==> src/rtl/updown_sweep_ctrl.sv <==
// Up/down sweep controller: counts q from lo up to hi and back down to lo,
// repeating for a requested number of sweeps, with abort and hold controls.
module updown_sweep_ctrl (
    input  logic       clk,
    input  logic       rst,
    input  logic       start,
    input  logic       abort,
    input  logic       hold,
    input  logic [3:0] lo,
    input  logic [3:0] hi,
    input  logic [3:0] sweeps,
    output logic [3:0] q,
    output logic       ctrl,
    output logic       busy,
    output logic       done,
    output logic       err,
    output logic [3:0] sweep_cnt
);

    typedef enum logic [1:0] {
        S_IDLE = 2'd0,
        S_UP   = 2'd1,
        S_DOWN = 2'd2,
        S_DONE = 2'd3
    } state_t;

    state_t     state_q, state_d;
    logic [3:0] q_q, q_d;
    logic [3:0] cnt_q, cnt_d;
    logic [3:0] lo_q, lo_d;
    logic [3:0] hi_q, hi_d;
    logic [3:0] sweeps_q, sweeps_d;
    logic       err_q, err_d;

    logic [3:0] q_inc, q_dec, cnt_inc;

    // lo < hi is enforced at start, so these never wrap while in UP/DOWN.
    assign q_inc   = q_q + 4'd1;
    assign q_dec   = q_q - 4'd1;
    assign cnt_inc = cnt_q + 4'd1;

    // Next-state and datapath update; every target defaults to its held value.
    always_comb begin
        // NOTE: defaults first so every path assigns every signal -- no latches.
        state_d  = state_q;
        q_d      = q_q;
        cnt_d    = cnt_q;
        lo_d     = lo_q;
        hi_d     = hi_q;
        sweeps_d = sweeps_q;
        err_d    = 1'b0;

        case (state_q)
            S_IDLE: begin
                if (start) begin
                    if ((lo < hi) && (sweeps != 4'd0)) begin
                        lo_d     = lo;
                        hi_d     = hi;
                        sweeps_d = sweeps;
                        q_d      = lo;
                        cnt_d    = 4'd0;
                        state_d  = S_UP;
                    end else begin
                        err_d = 1'b1;
                    end
                end
            end
            S_UP: begin
                if (abort) begin
                    state_d = S_IDLE;
                end else if (!hold) begin
                    q_d = q_inc;
                    if (q_inc == hi_q) begin
                        state_d = S_DOWN;
                    end
                end
            end
            S_DOWN: begin
                if (abort) begin
                    state_d = S_IDLE;
                end else if (!hold) begin
                    q_d = q_dec;
                    if (q_dec == lo_q) begin
                        cnt_d   = cnt_inc;
                        state_d = (cnt_inc == sweeps_q) ? S_DONE : S_UP;
                    end
                end
            end
            S_DONE: begin
                state_d = S_IDLE;
            end
            default: begin
                state_d = S_IDLE;
            end
        endcase
    end

    // State and datapath registers with synchronous reset.
    always_ff @(posedge clk) begin
        // NOTE: non-blocking assignments so all flops update from pre-edge values.
        if (rst) begin
            state_q  <= S_IDLE;
            q_q      <= 4'd0;
            cnt_q    <= 4'd0;
            lo_q     <= 4'd0;
            hi_q     <= 4'd0;
            sweeps_q <= 4'd0;
            err_q    <= 1'b0;
        end else begin
            state_q  <= state_d;
            q_q      <= q_d;
            cnt_q    <= cnt_d;
            lo_q     <= lo_d;
            hi_q     <= hi_d;
            sweeps_q <= sweeps_d;
            err_q    <= err_d;
        end
    end

    // Status outputs decoded from the registered state.
    assign q         = q_q;
    assign sweep_cnt = cnt_q;
    assign err       = err_q;
    assign ctrl      = (state_q == S_UP);
    assign busy      = (state_q == S_UP) || (state_q == S_DOWN);
    assign done      = (state_q == S_DONE);

endmodule

==> config.mk <==
export PLATFORM = sky130hd
export DESIGN_NAME = updown_sweep_ctrl
export DESIGN_NICKNAME = d
export VERILOG_FILES = /design/src/rtl/updown_sweep_ctrl.sv
export SDC_FILE = /design/constraint.sdc
export NUM_CORES = 1
export LEC_CHECK = 0
export BUFFER_PORTS_ARGS = -buffer_cell sky130_fd_sc_hd__buf_2
export CORE_MARGIN = 5
export CORE_UTILIZATION = 40
export CTS_BUF_LIST = sky130_fd_sc_hd__clkbuf_8
export CTS_CLUSTER_DIAMETER = 200
export CTS_CLUSTER_SIZE = 8
export DETAILED_ROUTE_END_ITERATION = 10
export GPL_ROUTABILITY_DRIVEN = 0
export PLACE_DENSITY = 0.63
export SKIP_LAST_GASP = 1
export SLEW_MARGIN = 20
export SYNTH_ARGS = -nofsm -noshare
export SYNTH_HDL_FRONTEND = slang
export SYNTH_SLANG_ARGS = --single-unit
==> constraint.sdc <==
create_clock -name clk -period 2 [get_ports clk]
set_input_delay 0.2 -clock clk [delete_from_list [all_inputs] [get_ports clk]]
set_output_delay 0.2 -clock clk [all_outputs]
set_load 0.01 [all_outputs]
== Yosys cells after proc, flatten, opt, wreduce, memory -nomap -nowiden ==
Index checks and enable logic that the tools add are counted.

* Bits in registers: 23
* Input bits: 17
* Output and inout bits: 12
* Word-level logic and storage cells: 65

* Add/sub/neg operators: 3
* $lt $le $gt $ge: 1
* Equality and inequality tests: 17
* Multiplexer cells: 24
* Bitwise logic cells: 2
* Reduce and logical (&&, ||, !) cells: 11

{| class="wikitable"
|+ Operators by type and width
! kind !! number
|-
| 2-to-1 mux 4 bit || 11
|-
| 2-to-1 mux 2 bit || 9
|-
| != test 2 bit (second input constant) || 7
|-
| == test 4 bit || 3
|-
| case mux 4 bit (3 select lines) || 1
|-
| AND reduction 6 bit || 2
|-
| != test 3 bit (second input constant) || 3
|-
| adder 4 x 1 -> 4 bit (second input constant) || 2
|-
| case mux 2 bit (4 select lines) || 1
|-
| case mux 4 bit (2 select lines) || 1
|-
| AND reduction 7 bit || 1
|-
| == test 2 bit (second input constant) || 2
|-
| less-than comparator 4 bit || 1
|-
| nonzero test 4 bit || 1
|-
| subtractor 4 x 1 -> 4 bit (second input constant) || 1
|-
| != test 3 x 2 -> 1 bit (second input constant) || 1
|-
| AND reduction 3 bit || 1
|-
| nonzero test 3 bit || 1
|-
| OR reduction 3 bit || 1
|-
| == test 2 x 1 -> 1 bit (second input constant) || 1
|-
| zero test 2 bit || 1
|-
| NOT 1 bit || 2
|-
| nonzero test 2 bit || 1
|-
| logical AND 1 bit || 1
|-
| other kinds (2) || 2
|}

== Longest topological paths before layout ==
Gate-level depths: netlist of run 1.

* Depth after elaboration: 7
* Gate-level depth with buffers: 9
* Gate-level depth less buffers: 8

== Worst setup path after synthesis of run 1 ==
OpenSTA, ideal clock, no wires.

* Path type: register -> register
* Start point: reg q_q[0], in the netlist q[0]
* End point: reg cnt_q[2], in the netlist sweep_cnt[2]
* Library setup time: 132 ps
* Arrival: 1782 ps
* Data required time: 1868 ps
* Path slack: 86 ps
* Cell stages (with the launch flop): 10
* Buffers on the path: 1
* Clock period less this slack: 1914 ps
* Cells stage by stage: dfxtp_1 buf_2 inv_1 ha_1 xnor2_1 nor2_1 nand4b_1 a22oi_2 a21o_1 a21oi_1

* Word-level cells in the longest chain between the ends: 4

{| class="wikitable"
|+ RTL lines
! element !! RTL line !! text
|-
| start: declaration || 28 || <nowiki>logic [3:0] q_q, q_d;</nowiki>
|-
| start signal: assignment || 111 || <nowiki>q_q <= q_d;</nowiki>
|-
| subtractor 4 x 1 -> 4 bit || 39 || <nowiki>assign q_dec = q_q - 4'd1;</nowiki>
|-
| == test 4 bit || 83 || <nowiki>if (q_dec == lo_q) begin</nowiki>
|-
| != test 2 bit (no source line) || -- ||
|-
| AND reduction 6 bit (no source line) || -- ||
|-
| end signal: assignment || 112 || <nowiki>cnt_q <= cnt_d;</nowiki>
|-
| end: declaration || 29 || <nowiki>logic [3:0] cnt_q, cnt_d;</nowiki>
|}

No other way between the ends.
A chain may end at the register's enable or synchronous reset.

== Final worst setup path of run 1 ==
* Start point: reg q_q[1], in the netlist q[1]
* End point: reg state_q[0]

* Word-level cells in the longest chain between the ends: 4
* Elaborated cells between the ends (all ways): 7
* Classes of those cells: 2 x add/sub; 4 x eq/ne; 1 x reduce/logical

{| class="wikitable"
|+ RTL lines
! element !! RTL line !! text
|-
| subtractor 4 x 1 -> 4 bit / adder 4 x 1 -> 4 bit (equally long branches) || 39, 38 ||
|-
| == test 4 bit, on equally long branches || 83, 73 ||
|-
| != test 3 bit (no source line) / != test 3 x 2 -> 1 bit (equally long branches) || -- ||
|-
| AND reduction 6 bit (no source line) (*) || -- ||
|-
| end signal: assignment || 110 || <nowiki>state_q <= state_d;</nowiki>
|-
| end: declaration || 27 || <nowiki>state_t state_q, state_d;</nowiki>
|}

Mark *: on every way between the ends. The rest lies on a longest branch, timed or not.

==> results.toml, run 1 <==
[clocking]
cts_sinks = 23
clockBufferDepth = 2
clk_latency_ps = 270
cts_root_buffer = "clkbuf_8"
clk_pin_slew_worst_paths_ps = 90
numCtsBuffers = 3
cts_tree = "done"
htree_levels = 1

[die]
ios = 29
design.die.area_um2 = 5100
coreArea_um2 = 3660
die_x_um = 71.4
rows = 22
start_util_pct = 41.3
die_y_um = 71.4

[hold_path]
hp-class = "primary input to flop"
hold_path.startpoint = "sweeps[0]"
hold_depth = 3
holdPathEnd = "sweeps_q[0]$_SDFFE_PP0P_"

[worst_setup_path]
critPathMaxFanout = 4
cp.arrival_ps = 2070
r2r-end = "state_q[0]$_SDFFE_PP0P_"
worstSetupPathType = "flop to flop"
regToRegStartpoint = "q[1]$_SDFFE_PP0P_"
r2r_slack_ps = 120
ff2ff_path_depth = 8
start_kind = "flop"
required_ps = 2200
cp-end-kind = "flop"

[timing]
min_period_ps = 1880
fmax_ghz = 0.533
grt_setup_unrepaired = "yes"
skew_ps = 3.41
setup_ws_ps = 123
maxSlewViolCount = 0
worst_pin_slew_ps = 471
hold_viol_final = 0
finalSetupViolations = 0
fin_crit_sh_pct = 93.9
relSlewSlack_pct = 68.6

[power_and_ir_drop]
irDropWorstVdd_mv = 0.378
power.internal_mw = 0.976
seqPwrFrac_pct = 36.7
swShare_pct = 36.4
switching_power_mw = 0.558
total_leakage_power_nw = 0.825
combPwrFrac_pct = 43.8
pwr-share-clk_pct = 19.5
cellPowerDensity_nw_per_um2 = 850

[routing]
via_count = 1288
post_drt_wl_per_cell_um = 13.2
drc_errors = 0
drt-total-wl_um = 3330
vias_per_cell = 5.09
drtIter0Drc = 57
drtAntennaViolNets = 0
dr.pass1.iters = 4

[global_route]
overflow = 0
grt_use_total_pct = 13.5
grt_first_pass_wirelength_um = 5530
grt_max_degree = 25
grt_pass1_vias = 1173
antenna_found_initial = 0

[logic_synthesis]
synth_edf_count = 0
netlist_instances = 171
yosys.area.top_type_share_pct = 30.5
ys_seq_area_share_pct = 30.5
ys.warnings.count = 0
ys.flop_type = "dfxtp_1"
synth_top_area_cell = "dfxtp_1"
async_flop_share_pct = 0
syn_area_per_cell_um2 = 8.83
synth_cell_types = 38
ys_seq_elements = 23
syn_nets = 199
synth_area_leaders = "dfxtp_1 (30%), mux2i_1 (11%), ha_1 (9.1%), xnor2_1 (7.0%), nor2_1 (6.5%)"
syn_area_um2 = 1510

[final_layout]
drive_above_1_share_pct = 26.3
syn2layout_area_growth_pct = 19.6
utilization_pct = 49.3
final-seq-area_um2 = 462
fin_cells = 253
antenna_cells = 0
nFillCells = 359
final_nets = 234
multiInputGateArea_um2 = 981

[flow_run]
max_cap_viol_count = 0

[place]
port_buffers = 28
dpl.hpwl_um = 2550
numPlacedInstances = 247
dp_worst_setup_slack_ps = 9.33

[outcome]
status = "complete, no violations"
-- critical path, stage by stage (launching register included) --
cell and delay [ps]:
dfxtp_1 380, inv_1 60, ha_1 340, xnor2_1 140, nor2_1 150, a41oi_1 170
a221oi_1 330, nor2_1 70, nor3_1 160
-- flip-flops by register name (all words and copies together), names as in the netlist --
| register | count |
|---|---|
| hi_q | 4 |
| q | 4 |
| sweep_cnt | 4 |
| lo_q | 4 |
| err | 1 |
| state_q | 2 |
| sweeps_q | 4 |
-- worst max-delay path by stage --
stage,from,depth (start not counted),endpoint
4_1_cts,q[0]$_SDFFE_PP0P_,8,sweep_cnt[2]$_SDFFE_PP0P_
6_report,q[1]$_SDFFE_PP0P_,8,state_q[0]$_SDFFE_PP0P_
2_1_floorplan,q[0]$_SDFFE_PP0P_,9,sweep_cnt[2]$_SDFFE_PP0P_
3_3_place_gp,lo[1],7,q[1]$_SDFFE_PP0P_
5_1_grt,q[1]$_SDFFE_PP0P_,9,sweep_cnt[0]$_SDFFE_PP0P_
3_5_place_dp,lo[1],7,q[1]$_SDFFE_PP0P_
-- through the flow --
stage | instance area, um2 | hold slack [ps] | total power, mW | setup TNS [ps]
floorplan | 1510 | 277 | 1.04 | 0
global placement | 1740 | 454 | 1.22 | 0
detailed placement | 1740 | 458 | 1.22 | 0
CTS | 1780 | 176 | 1.52 | 0
global route | 1810 | 177 | 1.64 | -35.0
finish | 1810 | 173 | 1.53 | 0
-- cells in the mapped netlist, types with 2 or more instances --
cell type  count
nand4b_1       2
a21o_1         2
nand4_1        3
mux2i_1       17
a211oi_1       4
nand2b_1       9
clkbuf_1       5
ha_1          11
nand2_1        3
dfxtp_1       23
nand3_1        2
nor2_1        26
xnor2_1       12
a221oi_1       3
a31oi_1        2
o21ai_0        2
inv_1          9
nor3_1         4
a21oi_1        7
xor2_1         6
buf_2          2
-- kinds of logic after synthesis --
family / synth area share (%)
mux: 11.3
flops: 30.5
fa+ha+maj: 9.11
xor+xnor: 10.4
compound gates: 14.0
simple gates: 19.8
buf+inv: 4.89
-- routing by layer --
| layer | track usage [%] | up-vias | wire, um |
|---|---|---|---|
| li1 | - | 659 | - |
| met1 | 19.5 | 593 | 1750 |
| met2 | 20.0 | 32 | 1370 |
| met3 | 2.66 | 4 | 176 |
| met4 | 4.38 | 0 | 36 |
| met5 | 0 | - | 0 |
-- cell type report --
cell class              instances  area share (%)
clock buffers                   3            2.29
clock inverters                 1           0.277
inverters                       9            1.87
multi-input cells             130            54.3
flip-flops and latches         23            25.6
well taps                      48            3.33
repair buffers                 39            12.3
-- cells in the final DEF, fill, tap and decap left out, types with 2 or more instances in the layout --
cell type and n:
nand2b_1 9, clkbuf_8 3, ha_1 9, o21ai_0 2, xnor2_1 12, nand4_1 3, a211oi_1 4, buf_2 28
buf_4 11, nand4b_1 2, xor2_1 6, nand3_1 2, a21oi_1 7, mux2i_1 17, a31oi_1 2, a221oi_1 3
nor2_1 26, a21o_1 2, nand2_1 3, ha_2 2, inv_1 9, nor3_1 4, dfxtp_1 22
-- repair_timing --
action | in CTS | in global routing
hold buffers | 0 | 0
buffers inserted | 0 | 2
gates resized for setup | 0 | 3
endpoints found under the setup margin | 0 | 10
-- power groups by stage --
stage	clock [mW]	sequential, mW	combinational [mW]
after floorplan	0	0.565	0.475
after global placement	0	0.571	0.652
after detailed placement	0	0.571	0.654
after CTS	0.308	0.561	0.656
after global routing	0.329	0.570	0.745
final	0.299	0.563	0.672
Power figures use the tool's default switching activity.
==> run 2: changes to the inputs <==
--- a/config.mk
+++ b/config.mk
@@ -10,7 +10,6 @@
 export CORE_UTILIZATION = 40
 export CTS_BUF_LIST = sky130_fd_sc_hd__clkbuf_8
 export CTS_CLUSTER_DIAMETER = 200
-export CTS_CLUSTER_SIZE = 8
 export DETAILED_ROUTE_END_ITERATION = 10
 export GPL_ROUTABILITY_DRIVEN = 0
 export PLACE_DENSITY = 0.63
==> constraint.sdc (replaced) <==
create_clock -name clk -period 2 [get_ports clk]
set_input_delay 0 -clock clk [delete_from_list [all_inputs] [get_ports clk]]
set_output_delay 0 -clock clk [all_outputs]
set_load 0.01 [all_outputs]
==> run 2 against run 1 <==
Compared with the run above: the flow now finishes with violations (negative hold slack); sequential share of layout area is 0.76 points lower; sequential cell count unchanged; via count barely moved; core utilization up 1.6 points; non-clock buffer count grew 5; wire length up 2.3%; clock power about the same; first-iteration DRC count increased by 7.0%; global-route usage increased by 0.41 points; count of clock-buffer cells in the layout unchanged; fmax rose by 0.29%; combinational power about the same; largest cell class unchanged.
==> results.toml, run 2 (synthesis results as in run 1) <==
[power_and_ir_drop]
p_total_mw = 1.53
cellPowerDensity_nw_per_um2 = 820
irDropWorstVdd_mv = 0.361
total_leakage_power_nw = 0.848

[global_route]
overflow = 0
grt_max_degree = 25
grt_pass1_vias = 1216
grt_use_total_pct = 13.9
antenna_found_initial = 0
grt_first_pass_wirelength_um = 5690

[die]
design.die.area_um2 = 5100
ios = 29
die_y_um = 71.4
coreArea_um2 = 3660
rows = 22
start_util_pct = 41.3
die_x_um = 71.4

[place]
port_buffers = 28
dpl.hpwl_um = 2620

[final_layout]
antenna_cells = 0
final_cell_mix = "buf_2 (28), nor2_1 (26), dfxtp_1 (21), mux2i_1 (17), xnor2_1 (12)"
final_common_cell = "buf_2"
syn2layout_area_growth_pct = 23.5
final_nets = 239
drive_above_1_share_pct = 24.3

[timing]
setup_tns_ps = 0
min_period_ps = 1870
skew_ps = 3.21
worst_pin_slew_ps = 477
worst_hold_slack_ps = -6.50
maxSlewViolCount = 0
relSlewSlack_pct = 68.2
finalSetupViolations = 0
hold_viol_final = 1
grt_setup_unrepaired = "no"
fin_crit_sh_pct = 93.6
fmax_ghz = 0.534

[worst_setup_path]
start_kind = "flop"
cp-end-kind = "flop"
path_delay_family = "compound AO/OA/AOI/OAI gates"
cp_cell_sequence = "inv_1, ha_1, xnor2_1, nor2_1, nand4b_1, a22oi_2, nand4_1, a21oi_1"
worstSetupPathType = "flop to flop"
cp_slowest_cell = "dfxtp_2"
path_buf_inv = 1
cpPeakStageDelay_ps = 370
critPathMaxFanout = 8
required_ps = 2200
cp.arrival_ps = 2070

[clocking]
htree_levels = 1
clk_pin_slew_worst_paths_ps = 90
cts_setup_buffers = 0
cts_sinks = 23
clk_latency_ps = 270
numCtsBuffers = 3
clockBufferDepth = 2
cts_root_buffer = "clkbuf_8"
cts_tree = "done"

[outcome]
status = "finished, violations left"
violations = "negative hold slack"

[routing]
drc_errors = 0
via_count = 1289
drtAntennaViolNets = 0
vias_per_cell = 5.00
drt-total-wl_um = 3410
post_drt_wl_per_cell_um = 13.2
drtIter0Drc = 61
dr.pass1.iters = 4

[hold_path]
hp-class = "primary input to flop"

[flow_run]
max_cap_viol_count = 0
## run 2: changes by cell type in the layout (fill, tap and decap cells not counted)
cell,before,now
a221oi_1,3,2
a221oi_2,0,1
buf_4,11,8
dfxtp_1,22,21
dfxtp_2,1,2
dlygate4sd3_1,0,8
ha_1,9,11
ha_2,2,0
## run 2: routing by layer
metal | up-vias | wire, um | track usage (%)
met5 | - | 0 | 0
met1 | 593 | 1740 | 20.1
met2 | 21 | 1500 | 20.7
met4 | 0 | 47 | 5.01
met3 | 5 | 126 | 2.24
li1 | 670 | - | -
## run 2: power by group
part | internal (mW) | switching, mW
Combinational | 0.323 | 0.350
Sequential | 0.509 | 0.0504
Clock | 0.139 | 0.158
## run 2: final timing paths
| check | start | endpoint | slack [ps] | cells after the start |
|---|---|---|---|---|
| setup / recovery | q[0]$_SDFFE_PP0P_ | sweep_cnt[2]$_SDFFE_PP0P_ | 130 | 8 |
| hold / removal | sweeps[3] | sweeps_q[3]$_SDFFE_PP0P_ | -7 | 3 |
| setup reg to reg | q[0]$_SDFFE_PP0P_ | sweep_cnt[2]$_SDFFE_PP0P_ | 130 | 8 |
| hold reg to reg | sweep_cnt[1]$_SDFFE_PP0P_ | sweep_cnt[1]$_SDFFE_PP0P_ | 520 | 2 |
## run 2: area by class of cell
| type | instances | area (um2) |
|---|---|---|
| Fill cell | 335 | 1800 |
| Multi-Input combinational cell | 130 | 982 |
| Sequential cell | 23 | 463 |
| Timing Repair Buffer | 44 | 280 |
| Tap cell | 48 | 60.1 |
| Clock buffer | 3 | 41.3 |
| Inverter | 9 | 33.8 |
| Clock inverter | 1 | 5.00 |
## run 2: worst min-delay path: stages
cell and delay, ps:
buf_2 90, mux2i_1 60, nor2_1 80
## run 2: metrics by stage
stage | setup WS, ps | util, % | hold slack (ps) | cells | instance area [um2]
final | 128 | 51.0 | -6.50 | 258 | 1870
after global routing | 2.86 | 51.0 | 11.2 | 258 | 1870
after CTS | 96.2 | 50.4 | 0.783 | 257 | 1850
after detailed placement | 115 | 47.3 | 256 | 246 | 1730
after global placement | 159 | 47.3 | 254 | 246 | 1730
after floorplan | 85.5 | - | 77.0 | 171 | 1510
## run 2: repair_timing
| item | CTS | global route |
|---|---|---|
| gates resized for setup | 0 | 3 |
| endpoints found under the hold margin | 7 | 1 |
| endpoints found under the setup margin | 0 | 6 |
| hold buffers | 7 | 1 |
==> run 3: changes to the inputs <==
--- a/config.mk
+++ b/config.mk
@@ -13,6 +13,8 @@
 export DETAILED_ROUTE_END_ITERATION = 10
 export GPL_ROUTABILITY_DRIVEN = 0
 export PLACE_DENSITY = 0.63
+export SETUP_SLACK_MARGIN = 0.2
+export SKIP_CTS_REPAIR_TIMING = 1
 export SKIP_LAST_GASP = 1
 export SLEW_MARGIN = 20
 export SYNTH_ARGS = -nofsm -noshare
==> run 3 against run 2 <==
Compared with the run above: via count is 2.6% higher; sequential cell count stayed put; largest power group unchanged; wire length is 9.9% higher; fmax is 4.5% higher; the flow still finishes with violations (negative hold slack); power is 7.7% higher; critical path depth is 1 lower.
==> results.toml, run 3 (synthesis results as in run 1) <==
[die]
die_y_um = 71.4
design.die.area_um2 = 5100
ios = 29
rows = 22
die_x_um = 71.4
coreArea_um2 = 3660
start_util_pct = 41.3

[worst_setup_path]
cp_cell_sequence = "ha_2, xor2_2, xnor2_1, nand4_1, a221oi_2, nor2_1, nor3_2"
worstSetupPathType = "flop to flop"
cpPeakStageDelay_ps = 390
cp-end-kind = "flop"
required_ps = 2180
cp_slowest_cell = "dfxtp_4"
cp.arrival_ps = 1980
critPathMaxFanout = 6
start_kind = "flop"

[routing]
drc_errors = 0
post_drt_wl_per_cell_um = 14.8
drtIter0Drc = 62
via_count = 1323
vias_per_cell = 5.23
drt-total-wl_um = 3750
drtAntennaViolNets = 0
dr.pass1.iters = 4

[hold_path]
hp-class = "primary input to flop"

[global_route]
grt_first_pass_wirelength_um = 5850
grt_max_degree = 25
grt_use_total_pct = 14.3
overflow = 0
grt_pass1_vias = 1261
antenna_found_initial = 0

[timing]
worst_hold_slack_ps = -8.76
finalSetupViolations = 0
hold_viol_final = 4
setup_tns_ps = 0
relSlewSlack_pct = 65.8
fmax_ghz = 0.558
min_period_ps = 1790
skew_ps = 3.88
worst_pin_slew_ps = 513
grt_setup_unrepaired = "yes"
fin_crit_sh_pct = 89.5
maxSlewViolCount = 0

[power_and_ir_drop]
seqPwrFrac_pct = 35.7
swShare_pct = 37.2
switching_power_mw = 0.614
combPwrFrac_pct = 46.9
irDropWorstVdd_mv = 0.365
cellPowerDensity_nw_per_um2 = 861
power.internal_mw = 1.03
total_leakage_power_nw = 0.839
pwr-share-clk_pct = 17.4

[final_layout]
drive_above_1_share_pct = 34.1
final_common_cell = "buf_2"
final_nets = 234
antenna_cells = 0
final_cell_mix = "buf_2 (28), nor2_1 (24), dfxtp_1 (19), mux2i_1 (17), xnor2_1 (11)"
syn2layout_area_growth_pct = 26.8
nFillCells = 364

[outcome]
violations = "negative hold slack"
status = "finished, violations left"

[clocking]
clk_pin_slew_worst_paths_ps = 80
cts_tree = "done"
clockBufferDepth = 2
cts_root_buffer = "clkbuf_8"
cts_sinks = 23
numCtsBuffers = 3
htree_levels = 1
clk_latency_ps = 270

[place]
port_buffers = 28
dpl.hpwl_um = 2740

[flow_run]
max_cap_viol_count = 0
==> run 3: changes by cell type in the layout (fill, tap and decap cells not counted), sizes merged <==
cell	change
dlygate4sd3	-6
buf	+1
clkinv	-1
inv	+1
==> run 3: cell type report <==
type | count | area (um2) | share of cell area (%)
multi-input combinational | 130 | 1070 | 56.1
sequential | 23 | 470 | 24.6
timing repair buffer | 39 | 231 | 12.1
tap | 48 | 60.1 | 3.14
clock buffer | 3 | 41.3 | 2.16
inverter | 9 | 33.8 | 1.76
clock inverter | 1 | 3.75 | 0.196
==> run 3: worst paths after layout <==
| check | depth (start not counted) | startpoint | end | slack [ps] |
|---|---|---|---|---|
| worst min-delay path | 3 | sweeps[3] | sweeps_q[3]$_SDFFE_PP0P_ | -9 |
| worst max register to register | 7 | q[0]$_SDFFE_PP0P_ | state_q[0]$_SDFFE_PP0P_ | 210 |
| worst min register to register | 2 | sweep_cnt[1]$_SDFFE_PP0P_ | sweep_cnt[1]$_SDFFE_PP0P_ | 530 |
| worst max-delay path | 7 | q[0]$_SDFFE_PP0P_ | state_q[0]$_SDFFE_PP0P_ | 210 |
==> run 3: power by group through the flow <==
stage / combinational, mW / clock, mW / sequential (mW)
4_1_cts: 0.633 / 0.295 / 0.578
6_report: 0.773 / 0.286 / 0.588
3_5_place_dp: 0.630 / 0 / 0.589
5_1_grt: 0.835 / 0.318 / 0.599
2_1_floorplan: 0.499 / 0 / 0.568
3_3_place_gp: 0.616 / 0 / 0.583
==> run 3: routing by layer <==
| metal | vias up | GRT usage [%] | routed length, um |
|---|---|---|---|
| li1 | 659 | - | - |
| met1 | 624 | 18.4 | 1660 |
| met2 | 33 | 23.4 | 1840 |
| met3 | 7 | 3.09 | 190 |
| met4 | 0 | 5.64 | 62 |
| met5 | - | 0 | 0 |
==> run 3: critical path, delay by kind of cell, from the launching register on <==
kind	cells	cell delay, ps
simple gates	3	450
flops	1	390
compound gates	1	340
xor+xnor	2	320
fa+ha+maj	1	220
==> run 3: through the flow <==
step           util [%]  setup slack [ps]  std cells  power [mW]  area (um2)
6_report           52.3               209        253        1.65        1910
5_1_grt            52.3               119        253        1.75        1910
4_1_cts            48.1              49.1        246        1.51        1760
3_5_place_dp       46.8              71.4        242        1.22        1710
3_3_place_gp       46.8               152        242        1.20        1710
2_1_floorplan         -               250        171        1.07        1530
